==> config.mk <==
export PLATFORM = sky130hd
export DESIGN_NAME = tt_hsig_link_host
export DESIGN_NICKNAME = d
export VERILOG_FILES = /design/src/rtl/tt_hsig_link_host.sv
export SDC_FILE = /design/constraint.sdc
export NUM_CORES = 1
export LEC_CHECK = 0
export ABC_AREA = 1
export BUFFER_PORTS_ARGS = -buffer_cell sky130_fd_sc_hd__buf_2
export CORE_MARGIN = 1
export CORE_UTILIZATION = 35
export DETAILED_ROUTE_END_ITERATION = 10
export MAX_ROUTING_LAYER = met4
export SYNTH_ARGS = -nofsm -noshare
export SYNTH_HDL_FRONTEND = slang
export SYNTH_SLANG_ARGS = --single-unit
==> constraint.sdc <==
create_clock -name clk -period 1.8 [get_ports clk]
set_input_delay 0.09 -clock clk [delete_from_list [all_inputs] [get_ports clk]]
set_output_delay 0.09 -clock clk [all_outputs]
set_load 0.01 [all_outputs]
==> src/rtl/tt_hsig_link_host.sv <==
// tt_hsig_link_host: chip-side master for the single-wire half-duplex cell link.
// Sends a start bit and a command byte, LSB first. For read commands it then
// releases the wire and receives a start bit and a response byte from the far end.
// All pad controls are registered. pad_y is brought in through a 2-flop synchronizer.
module tt_hsig_link_host #(
  parameter int unsigned CLKDIV       = 8,
  parameter int unsigned TIMEOUT_BITS = 16
) (
  input  logic       clk,
  input  logic       rst_n,
  input  logic       cmd_valid,
  output logic       cmd_ready,
  input  logic [7:0] cmd_data,
  input  logic       cmd_read,
  output logic       rsp_valid,
  output logic [7:0] rsp_data,
  output logic       rsp_err,
  output logic       busy,
  input  logic       pad_y,
  output logic       pad_a,
  output logic       pad_oe,
  output logic       pad_ie,
  output logic       pad_sl,
  output logic       pad_cs,
  output logic       pad_pd,
  output logic       pad_pu
);

  typedef enum logic [2:0] {
    S_IDLE   = 3'd0,
    S_START  = 3'd1,
    S_TX     = 3'd2,
    S_TURN   = 3'd3,
    S_WAIT   = 3'd4,
    S_RSTART = 3'd5,
    S_RX     = 3'd6,
    S_GUARD  = 3'd7
  } state_t;

  localparam logic [7:0] BIT_LAST = 8'(CLKDIV - 1);
  localparam logic [7:0] BIT_MID  = 8'(CLKDIV / 2);
  localparam logic [7:0] TO_LIMIT = 8'(TIMEOUT_BITS);

  state_t     state_q, state_d;
  logic [7:0] bit_cnt_q, bit_cnt_d;
  logic [2:0] bit_idx_q, bit_idx_d;
  logic [7:0] to_cnt_q, to_cnt_d;
  logic [7:0] tx_shift_q, tx_shift_d;
  logic [7:0] rx_shift_q, rx_shift_d;
  logic       read_q, read_d;
  logic       y_meta_q, y_s_q;
  logic       cmd_ready_q, cmd_ready_d;
  logic       busy_q, busy_d;
  logic       rsp_valid_q, rsp_valid_d;
  logic [7:0] rsp_data_q, rsp_data_d;
  logic       rsp_err_q, rsp_err_d;
  logic       pad_a_q, pad_a_d;
  logic       pad_oe_q, pad_oe_d;
  logic       bit_end_s, bit_mid_s;

  // Fixed pad configuration: input always enabled so the host sees its own drive.
  assign pad_ie = 1'b1;
  assign pad_sl = 1'b0;
  assign pad_cs = 1'b1;
  assign pad_pd = 1'b0;
  assign pad_pu = 1'b1;

  assign cmd_ready = cmd_ready_q;
  assign busy      = busy_q;
  assign rsp_valid = rsp_valid_q;
  assign rsp_data  = rsp_data_q;
  assign rsp_err   = rsp_err_q;
  assign pad_a     = pad_a_q;
  assign pad_oe    = pad_oe_q;

  assign bit_end_s = (bit_cnt_q == BIT_LAST);
  assign bit_mid_s = (bit_cnt_q == BIT_MID);

  // Two-flop synchronizer for the asynchronous pad input; idles high like the wire.
  always_ff @(posedge clk or negedge rst_n) begin
    if (!rst_n) begin
      y_meta_q <= 1'b1;
      y_s_q    <= 1'b1;
    end else begin
      y_meta_q <= pad_y;
      y_s_q    <= y_meta_q;
    end
  end

  // Next-state, bit timing, shift registers and registered outputs for the link FSM.
  always_comb begin
    state_d     = state_q;
    bit_cnt_d   = bit_end_s ? 8'd0 : (bit_cnt_q + 8'd1);
    bit_idx_d   = bit_idx_q;
    to_cnt_d    = to_cnt_q;
    tx_shift_d  = tx_shift_q;
    rx_shift_d  = rx_shift_q;
    read_d      = read_q;
    rsp_valid_d = 1'b0;
    rsp_data_d  = rsp_data_q;
    rsp_err_d   = rsp_err_q;

    case (state_q)
      S_IDLE: begin
        bit_cnt_d = 8'd0;
        if (cmd_valid && cmd_ready_q) begin
          state_d    = S_START;
          tx_shift_d = cmd_data;
          read_d     = cmd_read;
          bit_idx_d  = 3'd0;
          to_cnt_d   = 8'd0;
        end else begin
          state_d = S_IDLE;
        end
      end
      S_START: begin
        if (bit_end_s) begin
          state_d = S_TX;
        end else begin
          state_d = S_START;
        end
      end
      S_TX: begin
        if (bit_end_s) begin
          tx_shift_d = {1'b0, tx_shift_q[7:1]};
          bit_idx_d  = bit_idx_q + 3'd1;
          if (bit_idx_q == 3'd7) begin
            state_d = read_q ? S_TURN : S_GUARD;
          end else begin
            state_d = S_TX;
          end
        end else begin
          state_d = S_TX;
        end
      end
      S_TURN: begin
        // One released bit lets the wire (and y_s) settle high before we look for a start bit.
        if (bit_end_s) begin
          state_d = S_WAIT;
        end else begin
          state_d = S_TURN;
        end
      end
      S_WAIT: begin
        if (!y_s_q) begin
          state_d   = S_RSTART;
          bit_cnt_d = 8'd0;
        end else if (bit_end_s) begin
          to_cnt_d = to_cnt_q + 8'd1;
          if ((to_cnt_q + 8'd1) == TO_LIMIT) begin
            state_d     = S_GUARD;
            rsp_valid_d = 1'b1;
            rsp_err_d   = 1'b1;
            rsp_data_d  = 8'h00;
          end else begin
            state_d = S_WAIT;
          end
        end else begin
          state_d = S_WAIT;
        end
      end
      S_RSTART: begin
        // A start bit that is high again at mid-bit was a glitch; keep the timeout count running.
        if (bit_mid_s && y_s_q) begin
          state_d   = S_WAIT;
          bit_cnt_d = 8'd0;
        end else if (bit_end_s) begin
          state_d   = S_RX;
          bit_idx_d = 3'd0;
        end else begin
          state_d = S_RSTART;
        end
      end
      S_RX: begin
        if (bit_mid_s) begin
          rx_shift_d = {y_s_q, rx_shift_q[7:1]};
        end else begin
          rx_shift_d = rx_shift_q;
        end
        if (bit_end_s) begin
          bit_idx_d = bit_idx_q + 3'd1;
          if (bit_idx_q == 3'd7) begin
            state_d     = S_GUARD;
            rsp_valid_d = 1'b1;
            rsp_err_d   = 1'b0;
            rsp_data_d  = rx_shift_q;
          end else begin
            state_d = S_RX;
          end
        end else begin
          state_d = S_RX;
        end
      end
      S_GUARD: begin
        if (bit_end_s) begin
          state_d = S_IDLE;
        end else begin
          state_d = S_GUARD;
        end
      end
      default: begin
        state_d   = S_IDLE;
        bit_cnt_d = 8'd0;
      end
    endcase

    // Pad and handshake outputs are decoded from the next state so they switch with it.
    case (state_d)
      S_START: begin
        pad_oe_d = 1'b1;
        pad_a_d  = 1'b0;
      end
      S_TX: begin
        pad_oe_d = 1'b1;
        pad_a_d  = tx_shift_d[0];
      end
      default: begin
        pad_oe_d = 1'b0;
        pad_a_d  = 1'b1;
      end
    endcase
    cmd_ready_d = (state_d == S_IDLE);
    busy_d      = !cmd_ready_d;
  end

  // State, counters, data path and output registers; any reset aborts the frame and frees the pad.
  always_ff @(posedge clk or negedge rst_n) begin
    if (!rst_n) begin
      state_q     <= S_IDLE;
      bit_cnt_q   <= 8'd0;
      bit_idx_q   <= 3'd0;
      to_cnt_q    <= 8'd0;
      tx_shift_q  <= 8'h00;
      rx_shift_q  <= 8'h00;
      read_q      <= 1'b0;
      cmd_ready_q <= 1'b1;
      busy_q      <= 1'b0;
      rsp_valid_q <= 1'b0;
      rsp_data_q  <= 8'h00;
      rsp_err_q   <= 1'b0;
      pad_a_q     <= 1'b1;
      pad_oe_q    <= 1'b0;
    end else begin
      state_q     <= state_d;
      bit_cnt_q   <= bit_cnt_d;
      bit_idx_q   <= bit_idx_d;
      to_cnt_q    <= to_cnt_d;
      tx_shift_q  <= tx_shift_d;
      rx_shift_q  <= rx_shift_d;
      read_q      <= read_d;
      cmd_ready_q <= cmd_ready_d;
      busy_q      <= busy_d;
      rsp_valid_q <= rsp_valid_d;
      rsp_data_q  <= rsp_data_d;
      rsp_err_q   <= rsp_err_d;
      pad_a_q     <= pad_a_d;
      pad_oe_q    <= pad_oe_d;
    end
  end

endmodule

==> results.toml, run 1 <==
[worst_setup_path]
crit_required_ns = 2.06
path_class = "register to register"
critPathArrivalTime_ns = 2.11
worstPathMaxFanout = 5
cp-start-kind = "register"
crit_path_end_kind = "register"

[routing]
via_per_inst = 4.55
drc = 0
routed_wl_mm = 5.28
first_pass_iters = 5
drt-initial-drc-count = 77
drt-wirelength-per-cell_um = 11.0
vias = 2192
detail-route-antenna-nets = 0

[pwr]
p_leak_nw = 1.65
power.density_mw_per_mm2 = 983
ir_drop_mv = 0.790
finalPower_mw = 3.37

[grt]
grt_first_pass_wirelength_mm = 9.44
grt.overflow.total = 0
antenna_found_initial = 0
grt_pass1_vias = 2193
grt_max_degree = 28
track_usage = 0.144

[synth]
synth_largest_area_cell = "dfrtp_1"
postSynthAreaPerCell_sq_um = 8.48
synth_top_area_frac = 0.466
yosysWarnings = 0
synth.distinct_cells = 34
synth-seq-area-share = 0.504
synthCells = 323
ys_seq_elements = 55
synth_area_sq_mm = 0.00274
synthTopCellsByArea = "dfrtp_1 47%, nand2_1 10%, inv_1 5.3%, dfstp_2 3.8%, nor2_1 3.6%"

[cts]
h-tree-depth = 2
cts_root_buffer = "clkbuf_8"
clkTransAtPathRegs_ns = 0.10
clkLatencyLatePin_ns = 0.31
cts_sinks = 55
cts_buffer_depth = 2
cts_buffers = 5
cts_tree = "yes"

[hold_path]
hp-class = "input pin to register"

[floorplan]
pin_count = 32
die_x_um = 90.5
rows = 31
die-area_sq_mm = 0.00818
chipHeight_um = 90.5
initial_core_util = 0.370
core_area_sq_mm = 0.00741

[finish]
area_growth_pct = 25.2
design_area_sq_mm = 0.00343
final_common_cell = "nand2_1"
layout_common_cells = "71 x nand2_1, 50 x dfrtp_1, 37 x inv_1"
drive_above_1_share = 0.313
finish.net_count = 401
fillCellCount = 728
fin_cells = 482
final_util = 0.463
antenna_cells = 0

[run]
drv_cap = 0

[sta]
worst_slew_pin_slew_ns = 0.572
finClkSkew_ns = 0.00434
holdWs_ns = 0.189
maxSlewViolCount = 0
hold_viol = 0
fin_crit_sh = 1.03
relSlewSlack = 0.618
setup_slack_ns = -0.0547
fmax_ghz = 0.539
setup_violations = 3
grt_setup_unrepaired = "true"
fin_crit_ns = 1.85
setup_tns_ns = -0.130

[status]
violations = "setup timing"
status = "finished with violations"

[placed_design]
dp.cells = 458
post_dp_cell_area_sq_mm = 0.00307
place.gp.congestion = 0.893
hpwlAfterDp_mm = 3.85
place_ws_ns = -0.0790
io_buffers = 26
==> routing by layer <==
layer  GRT usage  wire length [um]  vias up
li1            -                 -     1136
met1       0.179              2610     1015
met2       0.241              2500       36
met3      0.0261               141        5
met4      0.0349                27        0
met5           -                 0        -
==> final cells by class <==
cell class	count	area [sq um]	share of cell area
well taps	99	124	0.0361
repair buffers	58	403	0.117
clock buffers	7	96.3	0.0281
inverters	55	206	0.0602
multi-input cells	207	1210	0.353
flip-flops and latches	55	1380	0.403
clock inverters	1	7.51	0.00219
==> cells in the mapped netlist (all sizes together) <==
library cell,number
or2,1
nand2,81
conb,2
o31ai,2
nand4,5
dfstp,4
nor3b,1
nand3,22
nor2,35
o21ai,27
a21oi,3
clkbuf,1
xor2,3
xnor2,1
ha,6
o22ai,4
a31oi,1
dfrtp,51
o221ai,6
inv,55
a22o,1
buf,8
nor3,3
==> cells by family (layout without fill, tap and decap cells) <==
group,count (synthesis),count (layout),share of synthesized area
buffers and inverters,64,121,0.0968
AND/OR/NAND/NOR,148,148,0.260
other,2,5,0.00274
AO/OA/AOI/OAI,44,44,0.0955
adder cells (fa/ha/maj),6,6,0.0274
XOR/XNOR,4,4,0.0128
flip-flops,55,55,0.504
==> path summary, 6_finish.rpt <==
kind	start	end	slack [ns]	depth (start not counted)
min	cmd_data[0]	tx_shift_q[0]	0.19	5
min in group asynchronous	rst_n	pad_oe	0.31	2
max reg2reg	to_cnt_q[0]	pad_a	-0.05	15
max	to_cnt_q[0]	pad_a	-0.05	15
max in group asynchronous	rst_n	rsp_valid	0.85	3
min reg2reg	y_meta_q	y_s_q	0.36	0
==> where the power goes <==
part,internal (mW),switching (mW)
combinational,0.411,0.648
sequential,1.45,0.105
clock,0.351,0.405
==> critical path, stage by stage (launching register included) <==
cell     delay [ns]
dfrtp_1        0.42
buf_6          0.13
nand2_4        0.05
nor2_4         0.17
nand3_1        0.10
nand2_1        0.09
nand2_1        0.09
nor2_4         0.12
nand4_1        0.15
nand2_1        0.11
nand2_2        0.06
nand2_4        0.09
nor2_2         0.05
nand2_2        0.06
nand2_2        0.05
nand2_1        0.05
==> timing repair <==
action / CTS / global route
pin swaps: 6 / 13
buffers inserted: 4 / 3
gates resized for setup: 12 / 19
hold endpoints to repair: 30 / 0
setup endpoints to repair: 12 / 31
hold buffers: 10 / 0
==> state kept, by name, indices dropped and copies added, names as in the netlist, 3 cells and up <==
| signal | cells |
|---|---|
| bit_cnt_q | 8 |
| rsp_data | 8 |
| rx_shift_q | 8 |
| to_cnt_q | 8 |
| tx_shift_q | 8 |
| bit_idx_q | 3 |
| state_q | 3 |
No activity file was read; power rests on OpenSTA's default activity.
==> run 2: changes to the inputs <==
--- a/config.mk
+++ b/config.mk
@@ -7,10 +7,10 @@
 export LEC_CHECK = 0
 export ABC_AREA = 1
 export BUFFER_PORTS_ARGS = -buffer_cell sky130_fd_sc_hd__buf_2
-export CORE_MARGIN = 1
 export CORE_UTILIZATION = 35
 export DETAILED_ROUTE_END_ITERATION = 10
 export MAX_ROUTING_LAYER = met4
+export PLACE_DENSITY = 0.51
 export SYNTH_ARGS = -nofsm -noshare
 export SYNTH_HDL_FRONTEND = slang
 export SYNTH_SLANG_ARGS = --single-unit
==> run 2 against run 1 <==
  * The flow still finishes with violations (setup timing)
  * First-iteration DRC count increased by 1.3%
  * Die area stayed put
  * Critical path depth unchanged
  * Combinational power barely moved
  * Non-clock buffer count down 1
  * Total power fell by 1.0%
  * Utilization down 0.24 points
  * Sequential share of layout area up 0.24 points
  * Global-route usage up 0.56 points
  * Count of clock-buffer cells in the layout shrank 1
  * Worst hold slack worse by 0.012 ns
  * Critical path type unchanged
==> results.toml, run 2 (synthesized netlist as in run 1, its figures left out) <==
[hold_path]
hp-class = "input pin to register"
hp-start = "cmd_data[0]"

[sta]
setup_slack_ns = -0.0490
fin_crit_sh = 1.03
hold_viol = 0
holdWs_ns = 0.177
finClkSkew_ns = 0.0135
maxSlewViolCount = 0
grt_setup_unrepaired = "true"
setup_violations = 3
fmax_ghz = 0.541
fin_crit_ns = 1.85

[worst_setup_path]
path_class = "register to register"
crit-reg2reg-launch = "to_cnt_q[0]"
worstPathMaxFanout = 5
critPathArrivalTime_ns = 2.10
cp_num_buf_inv = 1
cp_cell_sequence = "buf_6 -> ha_4 -> nor2_2 -> nor2_1 -> nor2_1 -> nand3_2 -> nor2_4 -> nand4_1 -> nand2_1 -> nand2_2 -> nand2_4 -> nor2_2 -> nand2_1 -> nand2_2 -> nand2_1"
crit_path_end_kind = "register"
cpLargestDelayFamily = "simple AND/OR/NAND/NOR gates"
cp_common_cell = "nand2_1"
crit_required_ns = 2.05
max_stage_delay_ns = 0.40
crit_path_top_delay_cell = "dfrtp_1"
cp-start-kind = "register"
startpoint = "to_cnt_q[0]"

[placed_design]
dp.cells = 461
io_buffers = 26
place.gp.congestion = 0.883
hpwlAfterDp_mm = 4.02
post_dp_cell_area_sq_mm = 0.00310

[floorplan]
rows = 31
initial_core_util = 0.370
pin_count = 32
chipHeight_um = 90.5
die_x_um = 90.5
core_area_sq_mm = 0.00741
die-area_sq_mm = 0.00818

[pwr]
finalPower_mw = 3.34
p_leak_nw = 1.63
power.density_mw_per_mm2 = 978
ir_drop_mv = 0.741

[grt]
grt_first_pass_wirelength_mm = 9.54
track_usage = 0.149
grt_max_degree = 38
antenna_found_initial = 0
grt.overflow.total = 0
grt_pass1_vias = 2125

[run]
drv_cap = 0

[routing]
drc = 0
vias = 2141
routed_wl_mm = 5.45
via_per_inst = 4.45
drt-wirelength-per-cell_um = 11.3
drt-initial-drc-count = 78
first_pass_iters = 4
detail-route-antenna-nets = 0

[finish]
area_growth_pct = 24.6
fillCellCount = 730
final_util = 0.461
layout_common_cells = "71 x nand2_1, 49 x dfrtp_1, 38 x inv_1"
fin_cells = 481
finish.net_count = 400
design_area_sq_mm = 0.00341
final_common_cell = "nand2_1"
drive_above_1_share = 0.304
antenna_cells = 0

[cts]
clkLatencyLatePin_ns = 0.32
cts_tree = "yes"
clkTransAtPathRegs_ns = 0.11
h-tree-depth = 2
cts_sinks = 55
cts_buffers = 5
cts_buffer_depth = 2
cts_root_buffer = "clkbuf_8"

[status]
violations = "setup timing"
status = "finished with violations"
-- run 2: where the power goes --
part / total, mW / internal, mW / switching [mW]
clock network: 0.728 / 0.315 / 0.413
registers: 1.55 / 1.45 / 0.0973
logic: 1.06 / 0.406 / 0.657
total: 3.34 / 2.17 / 1.17
-- run 2: stage by stage --
stage,setup WS (ns),setup TNS [ns]
3_3_place_gp,0.00441,0
3_5_place_dp,-0.0193,-0.0445
5_1_grt,-0.204,-1.19
2_1_floorplan,0.0959,0
6_report,-0.0490,-0.114
4_1_cts,0.000824,0
-- run 2: what timing repair did --
item / CTS / global route
pin swaps: 0 / 14
hold endpoints to repair: 23 / 0
hold buffers: 10 / 0
resized for setup: 4 / 22
gates cloned: 0 / 0
buffers inserted: 1 / 2
setup endpoints to repair: 10 / 24
-- run 2: final timing paths --
path	endpoint	slack [ns]	cells past startpoint
max	pad_a	-0.05	15
min	tx_shift_q[0]	0.18	5
max reg2reg	pad_a	-0.05	15
min reg2reg	y_s_q	0.36	0
max in group asynchronous	rx_shift_q[2]	1.00	3
min in group asynchronous	busy	0.26	2
-- run 2: worst register-to-register path, stage by stage, from the launching register on --
cell and delay (ns):
dfrtp_1 0.40, buf_6 0.12, ha_4 0.16, nor2_2 0.09, nor2_1 0.05, nor2_1 0.12
nand3_2 0.10, nor2_4 0.11, nand4_1 0.15, nand2_1 0.12, nand2_2 0.07, nand2_4 0.09
nor2_2 0.04, nand2_1 0.07, nand2_2 0.06, nand2_1 0.06
-- run 2: cell type report --
| class | instances | area [sq um] | share of cell area |
|---|---|---|---|
| clock inverters | 2 | 16.3 | 0.00477 |
| inverters | 55 | 206 | 0.0605 |
| well taps | 99 | 124 | 0.0363 |
| multi-input cells | 207 | 1190 | 0.350 |
| clock buffers | 6 | 82.6 | 0.0242 |
| flip-flops and latches | 55 | 1380 | 0.406 |
| repair buffers | 57 | 404 | 0.118 |
-- run 2: routing by layer --
metal	up-vias	wire length (um)	GRT usage
met4	0	74	0.0484
li1	1130	-	-
met3	8	151	0.0311
met5	-	0	-
met2	34	2510	0.241
met1	969	2720	0.187
